**config.mk**
```make
export PLATFORM = sky130hd
export DESIGN_NAME = l15_req_arbiter
export DESIGN_NICKNAME = d
export VERILOG_FILES = /design/src/rtl/l15_req_arbiter.sv
export SDC_FILE = /design/constraint.sdc
export NUM_CORES = 1
export LEC_CHECK = 0
export ABC_AREA = 1
export CORE_AREA = 2 2 189 191
export CTS_BUF_LIST = sky130_fd_sc_hd__clkbuf_16
export DETAILED_ROUTE_END_ITERATION = 10
export DIE_AREA = 0 0 191 193
export GPL_TIMING_DRIVEN = 0
export MAX_ROUTING_LAYER = met4
export PLACE_DENSITY = 0.45
export SYNTH_ARGS = -nofsm -noshare
export SYNTH_HDL_FRONTEND = slang
export SYNTH_SLANG_ARGS = --single-unit
```
**constraint.sdc**
```tcl
create_clock -name clk -period 1.9 [get_ports clk]
set_input_delay 0.38 -clock clk [delete_from_list [all_inputs] [get_ports clk]]
set_output_delay 0.38 -clock clk [all_outputs]
set_load 0.01 [all_outputs]
```
**src/rtl/l15_req_arbiter.sv**
```systemverilog
// Arbitrates two L1.5 caches onto one L2 msg1 channel and routes msg2 back.
// Optional WAIT-state watchdog enabled by defining CCP_ARB_TIMEOUT_EN.
`ifndef MSG_TYPE_EMPTY
`define MSG_TYPE_EMPTY 0
`endif
`ifndef MSG_TYPE_DATA_ACK
`define MSG_TYPE_DATA_ACK 36
`endif

module l15_req_arbiter #(
  parameter int MSG_WIDTH  = 8,
  parameter int TAG_WIDTH  = 8,
  parameter int DATA_WIDTH = 64,
  parameter int MESI_WIDTH = 2
`ifdef CCP_ARB_TIMEOUT_EN
  ,
  parameter int TIMEOUT    = 64,
  parameter int CNT_WIDTH  = 7
`endif
) (
  input  logic                  clk,
  input  logic                  rst,
  input  logic [MSG_WIDTH-1:0]  c0_msg1_type,
  input  logic [TAG_WIDTH-1:0]  c0_msg1_tag,
  input  logic [DATA_WIDTH-1:0] c0_msg1_data,
  input  logic [MSG_WIDTH-1:0]  c1_msg1_type,
  input  logic [TAG_WIDTH-1:0]  c1_msg1_tag,
  input  logic [DATA_WIDTH-1:0] c1_msg1_data,
  output logic [MSG_WIDTH-1:0]  l2_msg1_type,
  output logic [TAG_WIDTH-1:0]  l2_msg1_tag,
  output logic [DATA_WIDTH-1:0] l2_msg1_data,
  input  logic [MSG_WIDTH-1:0]  l2_msg2_type,
  input  logic [TAG_WIDTH-1:0]  l2_msg2_tag,
  input  logic [DATA_WIDTH-1:0] l2_msg2_data,
  input  logic [MESI_WIDTH-1:0] l2_mesi_send,
  input  logic                  l2_msg2_dst,
  output logic [MSG_WIDTH-1:0]  c0_msg2_type,
  output logic [TAG_WIDTH-1:0]  c0_msg2_tag,
  output logic [DATA_WIDTH-1:0] c0_msg2_data,
  output logic [MESI_WIDTH-1:0] c0_mesi_send,
  output logic [MSG_WIDTH-1:0]  c1_msg2_type,
  output logic [TAG_WIDTH-1:0]  c1_msg2_tag,
  output logic [DATA_WIDTH-1:0] c1_msg2_data,
  output logic [MESI_WIDTH-1:0] c1_mesi_send,
  output logic                  owner,
  output logic                  busy,
  output logic                  timeout_err
);

  localparam logic [MSG_WIDTH-1:0] LP_EMPTY =
    MSG_WIDTH'(`MSG_TYPE_EMPTY);
  localparam logic [MSG_WIDTH-1:0] LP_DACK =
    MSG_WIDTH'(`MSG_TYPE_DATA_ACK);

  typedef enum logic [1:0] {
    S_IDLE  = 2'd0,
    S_ISSUE = 2'd1,
    S_WAIT  = 2'd2
  } state_t;

  state_t                r_state;
  state_t                w_next;
  logic                  r_owner;
  logic                  r_last;
  logic [MSG_WIDTH-1:0]  r_msg1_type;
  logic [TAG_WIDTH-1:0]  r_msg1_tag;
  logic [DATA_WIDTH-1:0] r_msg1_data;

  logic w_c0_pend;
  logic w_c1_pend;
  logic w_any;
  logic w_sel;
  logic w_owner_ack;
  logic w_timeout;

  assign w_c0_pend = (c0_msg1_type != LP_EMPTY);
  assign w_c1_pend = (c1_msg1_type != LP_EMPTY);
  assign w_any     = w_c0_pend | w_c1_pend;
  // On a tie the cache that was not granted last wins.
  assign w_sel     = w_c1_pend & (~w_c0_pend | ~r_last);

  assign w_owner_ack = (l2_msg2_type == LP_DACK) &&
                       (l2_msg2_dst == r_owner);

`ifdef CCP_ARB_TIMEOUT_EN
  logic [CNT_WIDTH-1:0] r_cnt;
  logic                 r_tmo;

  assign w_timeout = (r_state == S_WAIT) &&
                     (r_cnt == CNT_WIDTH'(TIMEOUT - 1)) &&
                     !w_owner_ack;

  always_ff @(posedge clk) begin
    if (rst) begin
      r_cnt <= '0;
      r_tmo <= 1'b0;
    end else begin
      if (r_state == S_ISSUE)
        r_cnt <= '0;
      else if (r_state == S_WAIT)
        r_cnt <= r_cnt + 1'b1;
      if (w_timeout)
        r_tmo <= 1'b1;
    end
  end

  assign timeout_err = r_tmo;
`else
  assign w_timeout   = 1'b0;
  assign timeout_err = 1'b0;
`endif

  always_ff @(posedge clk) begin
    if (rst)
      r_state <= S_IDLE;
    else
      r_state <= w_next;
  end

  always_comb begin
    w_next = r_state;
    unique case (r_state)
      S_IDLE:
        if (w_any) w_next = S_ISSUE;
      S_ISSUE:
        w_next = w_owner_ack ? S_IDLE : S_WAIT;
      S_WAIT:
        if (w_owner_ack || w_timeout) w_next = S_IDLE;
      default:
        w_next = S_IDLE;
    endcase
  end

  always_comb begin
    busy = (r_state != S_IDLE);
  end

  always_ff @(posedge clk) begin
    if (rst) begin
      r_owner     <= 1'b0;
      r_last      <= 1'b1;
      r_msg1_type <= LP_EMPTY;
      r_msg1_tag  <= '0;
      r_msg1_data <= '0;
    end else begin
      unique case (r_state)
        S_IDLE:
          if (w_any) begin
            r_owner     <= w_sel;
            r_last      <= w_sel;
            r_msg1_type <= w_sel ? c1_msg1_type : c0_msg1_type;
            r_msg1_tag  <= w_sel ? c1_msg1_tag  : c0_msg1_tag;
            r_msg1_data <= w_sel ? c1_msg1_data : c0_msg1_data;
          end
        S_ISSUE: begin
          r_msg1_type <= LP_EMPTY;
          r_msg1_tag  <= '0;
          r_msg1_data <= '0;
        end
        default: ;
      endcase
    end
  end

  assign owner        = r_owner;
  assign l2_msg1_type = r_msg1_type;
  assign l2_msg1_tag  = r_msg1_tag;
  assign l2_msg1_data = r_msg1_data;

  // msg2 routing is purely combinational and ignores state and reset.
  assign c0_msg2_type = l2_msg2_dst ? LP_EMPTY : l2_msg2_type;
  assign c0_msg2_tag  = l2_msg2_dst ? '0 : l2_msg2_tag;
  assign c0_msg2_data = l2_msg2_dst ? '0 : l2_msg2_data;
  assign c0_mesi_send = l2_msg2_dst ? '0 : l2_mesi_send;
  assign c1_msg2_type = l2_msg2_dst ? l2_msg2_type : LP_EMPTY;
  assign c1_msg2_tag  = l2_msg2_dst ? l2_msg2_tag : '0;
  assign c1_msg2_data = l2_msg2_dst ? l2_msg2_data : '0;
  assign c1_mesi_send = l2_msg2_dst ? l2_mesi_send : '0;

endmodule
```
; After elaboration in Yosys (flattened, before gate mapping)
; Cells that the tools add are included.
[totals]
register_bits = 84
inputBits = 245
output_inout_bits = 247
elab_cells = 47
[op_classes]
n_eq_ne = 6
n_mux = 21
n_bitwise = 5
n_reduce_logical = 9
[op_table]
columns = cell, count
row1 = two-way mux 64 bit, 4
row2 = one-hot mux 64 bit (2 select lines), 1
row3 = two-way mux 8 bit, 8
row4 = one-hot mux 8 bit (2 select lines), 2
row5 = nonzero test 8 bit, 2
row6 = two-way mux 2 bit, 5
row7 = equality test 8 x 6 -> 1 bit (second input constant), 1
row8 = one-hot mux 2 bit (3 select lines), 1
row9 = AND reduction 2 bit, 3
row10 = != test 2 bit (second input constant), 2
row11 = nonzero test 2 bit, 2
row12 = equality test 2 x 1 -> 1 bit (second input constant), 1
row13 = equality test 2 bit (second input constant), 1
row14 = zero test 2 bit, 1
row15 = inverter 1 bit, 2
row16 = OR 1 bit, 2
row17 = AND 1 bit, 1
row18 = equality test 1 bit, 1
row19 = logical AND 1 bit, 1

; Longest topological paths before layout
; Gate-level depths: netlist of run 1.
[depth]
word_depth = 7
depth_mapped = 9
mapped_depth_nobuf = 8

; Least setup slack after synthesis of run 1
; No wires, ideal clock.
[synth_path]
path_kind = input -> register
start = input c0_msg1_type[7]
end = register r_msg1_data[33] (netlist: l2_msg1_data[33])
setup_time_ns = 0.132
arrival_ns = 1.325
required_ns = 1.768
slack_ns = 0.443
stages = 7
path_buffers = 1
path_cell_list = nor2_1 nand2_1 o21ai_4 clkbuf_1 nand3_1 nand3_1 a21oi_1
[synth_between]
elab_chain_len = 7
word_cells_on_any_way = 10
classes_between = 1 x eq/ne / 3 x mux / 4 x bitwise / 2 x reduce/logical
[synth_lines]
columns = element, line_no
row1 = start: declaration, 23  ; input logic [MSG_WIDTH-1:0] c0_msg1_type,
row2 = nonzero test 8 bit *, 76  ; assign w_c0_pend = (c0_msg1_type != LP_EMPTY);
row3 = inverter 1 bit, 80  ; assign w_sel = w_c1_pend & (~w_c0_pend | ~r_last);
row4 = OR 1 bit, 80
row5 = AND 1 bit, 80
row6 = two-way mux 64 bit, 153  ; r_msg1_data <= w_sel ? c1_msg1_data : c0_msg1_data;
row7 = two-way mux 64 bit, 148  ; if (w_any) begin
row8 = one-hot mux 64 bit (2 select lines), 146  ; unique case (r_state)
row9 = end signal: assignment, 153
row10 = end: declaration, 67  ; logic [DATA_WIDTH-1:0] r_msg1_data;
; Every way passes the cells marked *; elsewhere a longest branch is shown, timed or not. The select of a mux whose other input is x is not followed.
; A chain may end at the register's enable or synchronous reset.

; Worst setup path in the final report of run 1
[layout_path]
start = input l2_msg2_data[24]
end = output c1_msg2_data[24]
[layout_between]
elab_chain_len = 1
[layout_lines]
columns = element, line_no
row1 = start: declaration, 34  ; input logic [DATA_WIDTH-1:0] l2_msg2_data,
row2 = two-way mux 64 bit, 177  ; assign c1_msg2_data = l2_msg2_dst ? l2_msg2_data : '0;
row3 = end: declaration, 43  ; output logic [DATA_WIDTH-1:0] c1_msg2_data,
; No other way between the ends.

==> results of run 1 <==
==> worst register-to-register path: stages, from the launching register on <==
cell      delay [ns]
dfxtp_1         0.35
inv_1           0.05
nand2_1         0.34
clkbuf_1        0.50
nand3_1         0.15
a21oi_1         0.17
==> flip-flops by register name, summed over array words and instances, names as in the netlist <==
name	cells
l2_msg1_type	8
owner	1
l2_msg1_tag	8
r_last	1
r_state	2
l2_msg1_data	64
==> layout make-up <==
type / count / area share
sequential: 84 / 0.141
clock buffer: 9 / 0.0189
buffer: 77 / 0.0494
antenna: 9 / 0.00189
tap: 461 / 0.0483
inverter: 329 / 0.104
multi-input combinational: 598 / 0.228
clock inverter: 7 / 0.00419
timing repair buffer: 495 / 0.404
==> cells by family (layout without fill, tap and decap cells) <==
family / Yosys count / count (layout) / synth area share
AOI/OAI and AO/OA: 83 / 83 / 0.0722
xor gates and xnor gates: 1 / 1 / 0.00148
buffers and inverters: 406 / 917 / 0.262
DFF: 84 / 84 / 0.285
other: 1 / 10 / 0.000635
and+or+nand+nor: 513 / 513 / 0.379
==> metal layers <==
layer  up-vias  share of wire
met4         0          0.014
li1       4238              -
met1      3661           0.35
met2       299           0.55
met3        25          0.088
met5         -              0
==> timing repair <==
item	4_1_cts	5_1_grt
pin swaps	1	3
gates cloned	1	0
setup endpoints to repair	246	109
resized for setup	246	73
setup buffers	5	0
==> per-stage QoR <==
step | setup TNS [ns] | util | cells | hold slack (ns)
final | 0 | 0.342 | 2069 | 0.452
after global routing | -0.0796 | 0.342 | 2068 | 0.470
after CTS | 0 | 0.337 | 2060 | 0.426
after detailed placement | -242.69 | 0.325 | 2038 | 0.473
after global placement | -239.31 | 0.325 | 2038 | 0.470
after floorplan | 0 | - | 1088 | 0.479
==> cell usage after synthesis <==
library cell	n	area (um^2)
nor2_1	95	357
buf_1	12	45.0
nand3_1	243	1220
nor4_1	2	12.5
clkbuf_1	48	180
nand2_2	1	6.26
conb_1	1	3.75
nand2_1	172	646
xnor2_1	1	8.76
inv_2	2	7.51
inv_1	327	1230
buf_4	1	7.51
buf_2	16	80.1
o21ai_4	1	16.3
a21oi_1	82	410
dfxtp_1	84	1680
==> power groups by stage <==
stage,Clock [mW],Combinational (mW),Sequential [mW]
3_5_place_dp,0,3.24,2.18
3_3_place_gp,0,3.25,2.17
6_report,1.68,3.25,2.14
2_1_floorplan,0,1.21,2.27
5_1_grt,1.81,3.57,2.16
4_1_cts,1.76,3.26,2.14
==> final timing paths <==
| path | start | endpoint | slack (ns) | depth (start not counted) |
|---|---|---|---|---|
| max | l2_msg2_data[24] | c1_msg2_data[24] | 0.04 | 4 |
| min | rst | l2_msg1_data[49] | 0.45 | 2 |
| max reg2reg | r_state[1] | l2_msg1_type[4] | 0.28 | 5 |
| min reg2reg | l2_msg1_data[12] | l2_msg1_data[12] | 0.48 | 2 |
==> summary.md, run 1 <==
| Metric | Value |
|---|---|
| Average cell area after synthesis | between 5 and 6 um^2 |
| Library cells used by synthesis | 16 |
| Kind of cell adding the most delay to the critical path | buffers and inverters |
| Share of cells above drive strength 1 | 0.0594 |
| Switching pwr | 2.56 mW |
| Skew final | 0.00692 ns |
| P&R area growth vs syn | 102% |
| Static leakage | 6.84 nW |
| Crit path capture type | primary output |
| M1 GR Usage | 0.180 |
| Crit path max fanout | 2 |
| CTS Buf Count | 9 |
| Fin. max-slew vios | 0 |
| Sw frac | 0.362 |
| Worst EP arrival | 1.48 ns |
| Cell-by-cell listing of the critical path | clkdlybuf4s50_1, nand2_1, inv_1, clkdlybuf4s50_1 |
| Worst Max-Slew Pin Slew | between 0.6 and 0.7 ns |
| Leading cell type in the layout, fill and taps excluded | inv_1 |
| Crit path time final | about 1.9 ns |
| Synthesis Warnings | 0 |
| Most frequent cells in the layout | inv_1, clkdlybuf4s50_1, nand3_1 |
| Final Cell Area | between 10000 and 15000 um^2 |
| GR Util met2 | 0.367 |
| GP Congestion | ~0.9 |
| All-Layer GR Usage | 0.191 |
| Startpoint Class | input port |
| Worst path most repeated cell | clkdlybuf4s50_1 |
| Antenna violations before repair | 8 |
| Seq/Total Area, Yosys | 0.285 |
| Vias in the first global route | 7972 |
| Global-route wire length before repair | 50000 um |
| Kind of critical path | input port to primary output |
| Total power | 7.06 mW |
| Cell internal pwr | 4.50 mW |
| # setup viols final | 0 |
| Class of the worst hold path | input port to register |
| CTS clk-pin slew, worst paths | 0.07 ns |
| Cell Area, Synth | 5910 um^2 |
| DRC viols | 0 |
| CP required | 1.52 ns |
| Core area | approximately 35000 um^2 |
| Fin crit share | 0.980 |
| Hold Fails Final Rpt | 0 |
| Die W | 191 um |
| Multi-input gate area | approximately 2700 um^2 |
| DP HPWL | roughly 30000 um |
| Peak VDD IR | 0.414 mV |
| Core Rows | 69 |
| Clk network pwr share | 0.238 |
| Flop pwr share | 0.303 |
| Met3 global-route usage | 0.0606 |
| Dpl cell area | around 11000 um^2 |
| Die height | 193 um |
| Vias | between 8000 and 9000 |
| Hold_buf cts | 0 |
| Max-slew headroom | 0.550 |
| Busiest metal layer after global routing | met2 |
| Max frequency | 0.537 GHz |
| Initial core utilization | 0.169 |
| Status | finished, final reports clean |
| Pre-CTS setup slack | -1.28 ns |
| CTS root buf | clkbuf_16 |
| CTS Buffer Depth | 2 |
| Worst skew pair latency | ~0.34 ns |
| Post-Route WL | 35800 um |
| CTS tree | done |
| Comb pwr share | 0.460 |
| Flops & latches, synth | between 80 and 90 |
| Critical path's slowest cell | clkdlybuf4s50_1 |
| Wire length per cell | about 17 um |
| Final setup margin | around 0.038 ns |
| Nets | about 1800 |
| Clock sink count | 84 |
| Initial drt markers | ~250 |
| PD cells | 591 nW/um^2 |
| Mapped Nets | 1333 |
| Mapped Cells | 1088 |
| Grt ovf | 0 |
| Pin count of the biggest net entering global routing | 16 |
| I/O pins | between 400 and 500 |
| Register Area | 1680 um^2 |
| Filler cells | 3953 |
| H-tree lvl count | 3 |
| Post-DR vias/cell | 3.97 |
| Max_cap viols | 0 |
| Slowest stage delay, CP | 0.52 ns |
| Full die area | around 37000 um^2 |
| Final ANT Viol Nets | 0 |
| # port buffers | 489 |
| DR pass1 iterations | 5 |
| Crit path buffers/inverters | 3 |
(Power assumes the default switching activity.)
==> inputs of run 2 (changes only) <==
Settings changed: ABC_AREA 1 to default, PLACE_DENSITY 0.45 to 0.48.
==> run 2 against run 1 <==
Against the previous run:
- via count up 1.4%
- maximum frequency shrank 0.15%
- worst setup slack lost 0.0028 ns
- combinational power hardly changed
- clock skew up 0.0033 ns
- first-iteration DRC count rose by 8.7%
- synthesized cell count shrank 21%
- highest routed layer unchanged
- sequential power barely moved
- clock-buffer cell count did not move
- global-route usage rose by 2.8 points
- final cell count decreased by 10%
==> summary.md, run 2 <==
| Metric | Value |
|---|---|
| Full die area | 36900 um^2 (unchanged) |
| All-Layer GR Usage | 0.218 (+0.0279) |
| CTS Buf Count | 9 (unchanged) |
| Final ANT Viol Nets | 0 (unchanged) |
| Nets | 1623 (-12%) |
| Cell-by-cell listing of the critical path | clkdlybuf4s15_1, or4_4, nor4_4, a21oi_4, buf_12, buf_4, buf_12, o211ai_2 |
| Startpoint Class | input port |
| Max_cap viols | 0 (unchanged) |
| Hold slack | 0.456 ns (+0.00386 ns) |
| Largest register FFs | 64 (unchanged) |
| Most frequent cells in the layout | clkdlybuf4s50_1, nor3b_1, dlygate4sd2_1 |
| Wire length per cell | 21.9 um (+27%) |
| Top cells by count, synth | nor3b_1, dfxtp_1, nor2b_1 |
| DRC viols | 0 (unchanged) |
| Area leader, netlist | dfxtp_1 |
| GP Congestion | 0.893 (-2.4%) |
| RSZ-0062 raised after global routing | no |
| Static leakage | 5.25 nW (-23%) |
| Worst path most repeated cell | buf_12 |
| Initial drt markers | 274 (+8.7%) |
| Antenna violations before repair | 9 (+1) |
| Placed insts | 1811 (-11%) |
| Hold Fails Final Rpt | 0 (unchanged) |
| Total power | 7.15 mW (+1.3%) |
| Worst Max-Slew Pin Slew | 0.701 ns (+0.0258 ns) |
| Crit path buffers/inverters | 4 (+1) |
| Main synth FF type | dfxtp_1 |
| Crit path capture type | register |
| H-tree lvl count | 3 (unchanged) |
| Clock sink count | 84 (unchanged) |
| CTS clk-pin slew, worst paths | 0.07 ns (about the same) |
| Post-DR vias/cell | 4.50 (+13%) |
| Share of cells above drive strength 1 | 0.153 (+0.0932) |
| Class of the worst hold path | input port to register |
| Vias | 8337 (+1.4%) |
| Status | finished, final reports clean |
| EDFF count, synth | 0 (unchanged) |
| Global-route wire length before repair | 57900 um (+16%) |
| Max-slew headroom | 0.528 (-0.0214) |
| CTS Buffer Depth | 2 (unchanged) |
| Core area | 35000 um^2 (unchanged) |
| Core Rows | 69 (unchanged) |
| Initial core utilization | 0.197 (+0.0277) |
| Post-Layout Cell Count | 1853 (-10%) |
| Mapped Cells | 861 (-21%) |
| Skew final | 0.0102 ns (+0.00328 ns) |
| # setup viols final | 0 (unchanged) |
| Library cells used by synthesis | 31 (+15) |
| Register Area | 1680 um^2 (unchanged) |
| Max frequency | 0.536 GHz (-0.15%) |
| Flops & latches, synth | 84 (unchanged) |
| Yosys top cell area share | 0.245 (-0.0401) |
| Worst EP arrival | 2.15 ns (+0.67 ns) |
| P&R area growth vs syn | 87.9% |
| Slowest stage delay, CP | 0.55 ns (+0.03 ns) |
| Vias in the first global route | 8980 (+13%) |
| Grt ovf | 0 (unchanged) |
| Pin count of the biggest net entering global routing | 14 (-2) |
| Seq/Total Area, Yosys | 0.245 (-0.0401) |
| Multi-input gate area | 4450 um^2 (+63%) |
| Leading cell type in the layout, fill and taps excluded | clkdlybuf4s50_1 |
| PD cells | 554 nW/um^2 (-6.3%) |
| Crit path time final | 1.87 ns (+0.00279 ns) |
| Total negative setup slack | 0 ns (unchanged) |
| Peak VDD IR | 0.384 mV (-7.2%) |
| Fin. max-slew vios | 0 (unchanged) |
| CTS root buf | clkbuf_16 |
| Hold_buf cts | 0 (unchanged) |
| Synth area leaders | dfxtp_1, nor3b_1, o211ai_2 |
| Crit path max fanout | 10 (+8) |
| CP required | 2.19 ns (+0.67 ns) |
| Most common cell in the netlist | nor3b_1 |
| Filler cells | 3759 (-4.9%) |
| # port buffers | 489 (unchanged) |
| Kind of cell adding the most delay to the critical path | simple AND/OR/NAND/NOR gates |
| Critical path's slowest cell | or4_4 |
| Die height | 193 um (unchanged) |
| DP HPWL | 31900 um (+5.0%) |
| Cell Area, Synth | 6870 um^2 (+16%) |
| Synthesis Warnings | 0 (unchanged) |
| Kind of critical path | input port to register |
| Async S/R FF share, synth | 0 (unchanged) |
| Fin crit share | 0.982 (+0.00147) |
| DR pass1 iterations | 4 (-1) |
| Mapped Nets | 1106 (-17%) |
| Die W | 191 um (unchanged) |
| Post-Route WL | 40600 um (+13%) |
| I/O pins | 492 (unchanged) |
| Average cell area after synthesis | 7.98 um^2 (+47%) |
| CTS tree | done |
| Worst skew pair latency | 0.36 ns (+0.02 ns) |
[run 2: changes by cell type in the layout (fill, tap and decap cells not counted), moves of 82 or more]
| cell | delta |
|---|---|
| nand2_1 | -168 |
| inv_1 | -247 |
| nor2_1 | -88 |
| nor2b_1 | +82 |
| nand3_1 | -161 |
| and2_1 | +82 |
| nor3b_1 | +160 |
[run 2: worst paths after layout]
| path | from | slack (ns) | cells past startpoint | to |
|---|---|---|---|---|
| max | c0_msg1_type[5] | 0.03 | 8 | l2_msg1_data[60] |
| min | l2_msg2_dst | 0.46 | 3 | r_state[1] |
| max reg2reg | r_state[0] | 0.22 | 7 | l2_msg1_tag[4] |
| min reg2reg | l2_msg1_data[49] | 0.48 | 2 | l2_msg1_data[49] |
[run 2: where the power goes]
part	leakage, nW	switching, mW	internal, mW
Combinational	4.43	1.57	1.65
Sequential	0.693	0.133	2.00
Clock	0.135	0.806	1.00
Total	5.25	2.51	4.65
[run 2: cell type report]
type / count / area share
Sequential cell: 84 / 0.130
Antenna cell: 9 / 0.00174
Tap cell: 461 / 0.0447
Timing Repair Buffer: 508 / 0.382
Clock buffer: 9 / 0.0174
Inverter: 81 / 0.0235
Multi-Input combinational cell: 593 / 0.345
Buffer: 101 / 0.0514
Clock inverter: 7 / 0.00446
[run 2: metrics by stage]
| step | worst slack [ns] | utilization | cell area (um^2) |
|---|---|---|---|
| after global routing | 0.000720 | 0.369 | 12900 |
| after CTS | -0.00643 | 0.367 | 12800 |
| after floorplan | 0.0657 | - | 6870 |
| after detailed placement | -0.987 | 0.353 | 12300 |
| final | 0.0349 | 0.369 | 12900 |
| after global placement | -0.950 | 0.353 | 12300 |
[run 2: kinds of logic after synthesis]
group | synth area share
AND/OR/NAND/NOR | 0.404
other | 0.000546
XOR/XNOR | 0.00127
AO/OA/AOI/OAI | 0.238
buffers and inverters | 0.111
flip-flops | 0.245
[run 2: tightest hold or removal path: stages]
cell      delay (ns)
clkbuf_8        0.17
xnor2_1         0.12
a311oi_1        0.08
[run 2: timing repair]
action | CTS | global route
endpoints found under the setup margin | 248 | 96
pin swaps | 9 | 5
buffers inserted | 14 | 2
cloned | 3 | 0
hold endpoints to repair | 0 | 0
resized for setup | 263 | 75
[run 2: layer usage]
layer	track usage	wire length, um	vias up
met3	0.0500	2610	42
met2	0.395	21100	303
met5	-	0	-
met4	0.0656	920	0
met1	0.238	16000	3935
li1	-	-	4057
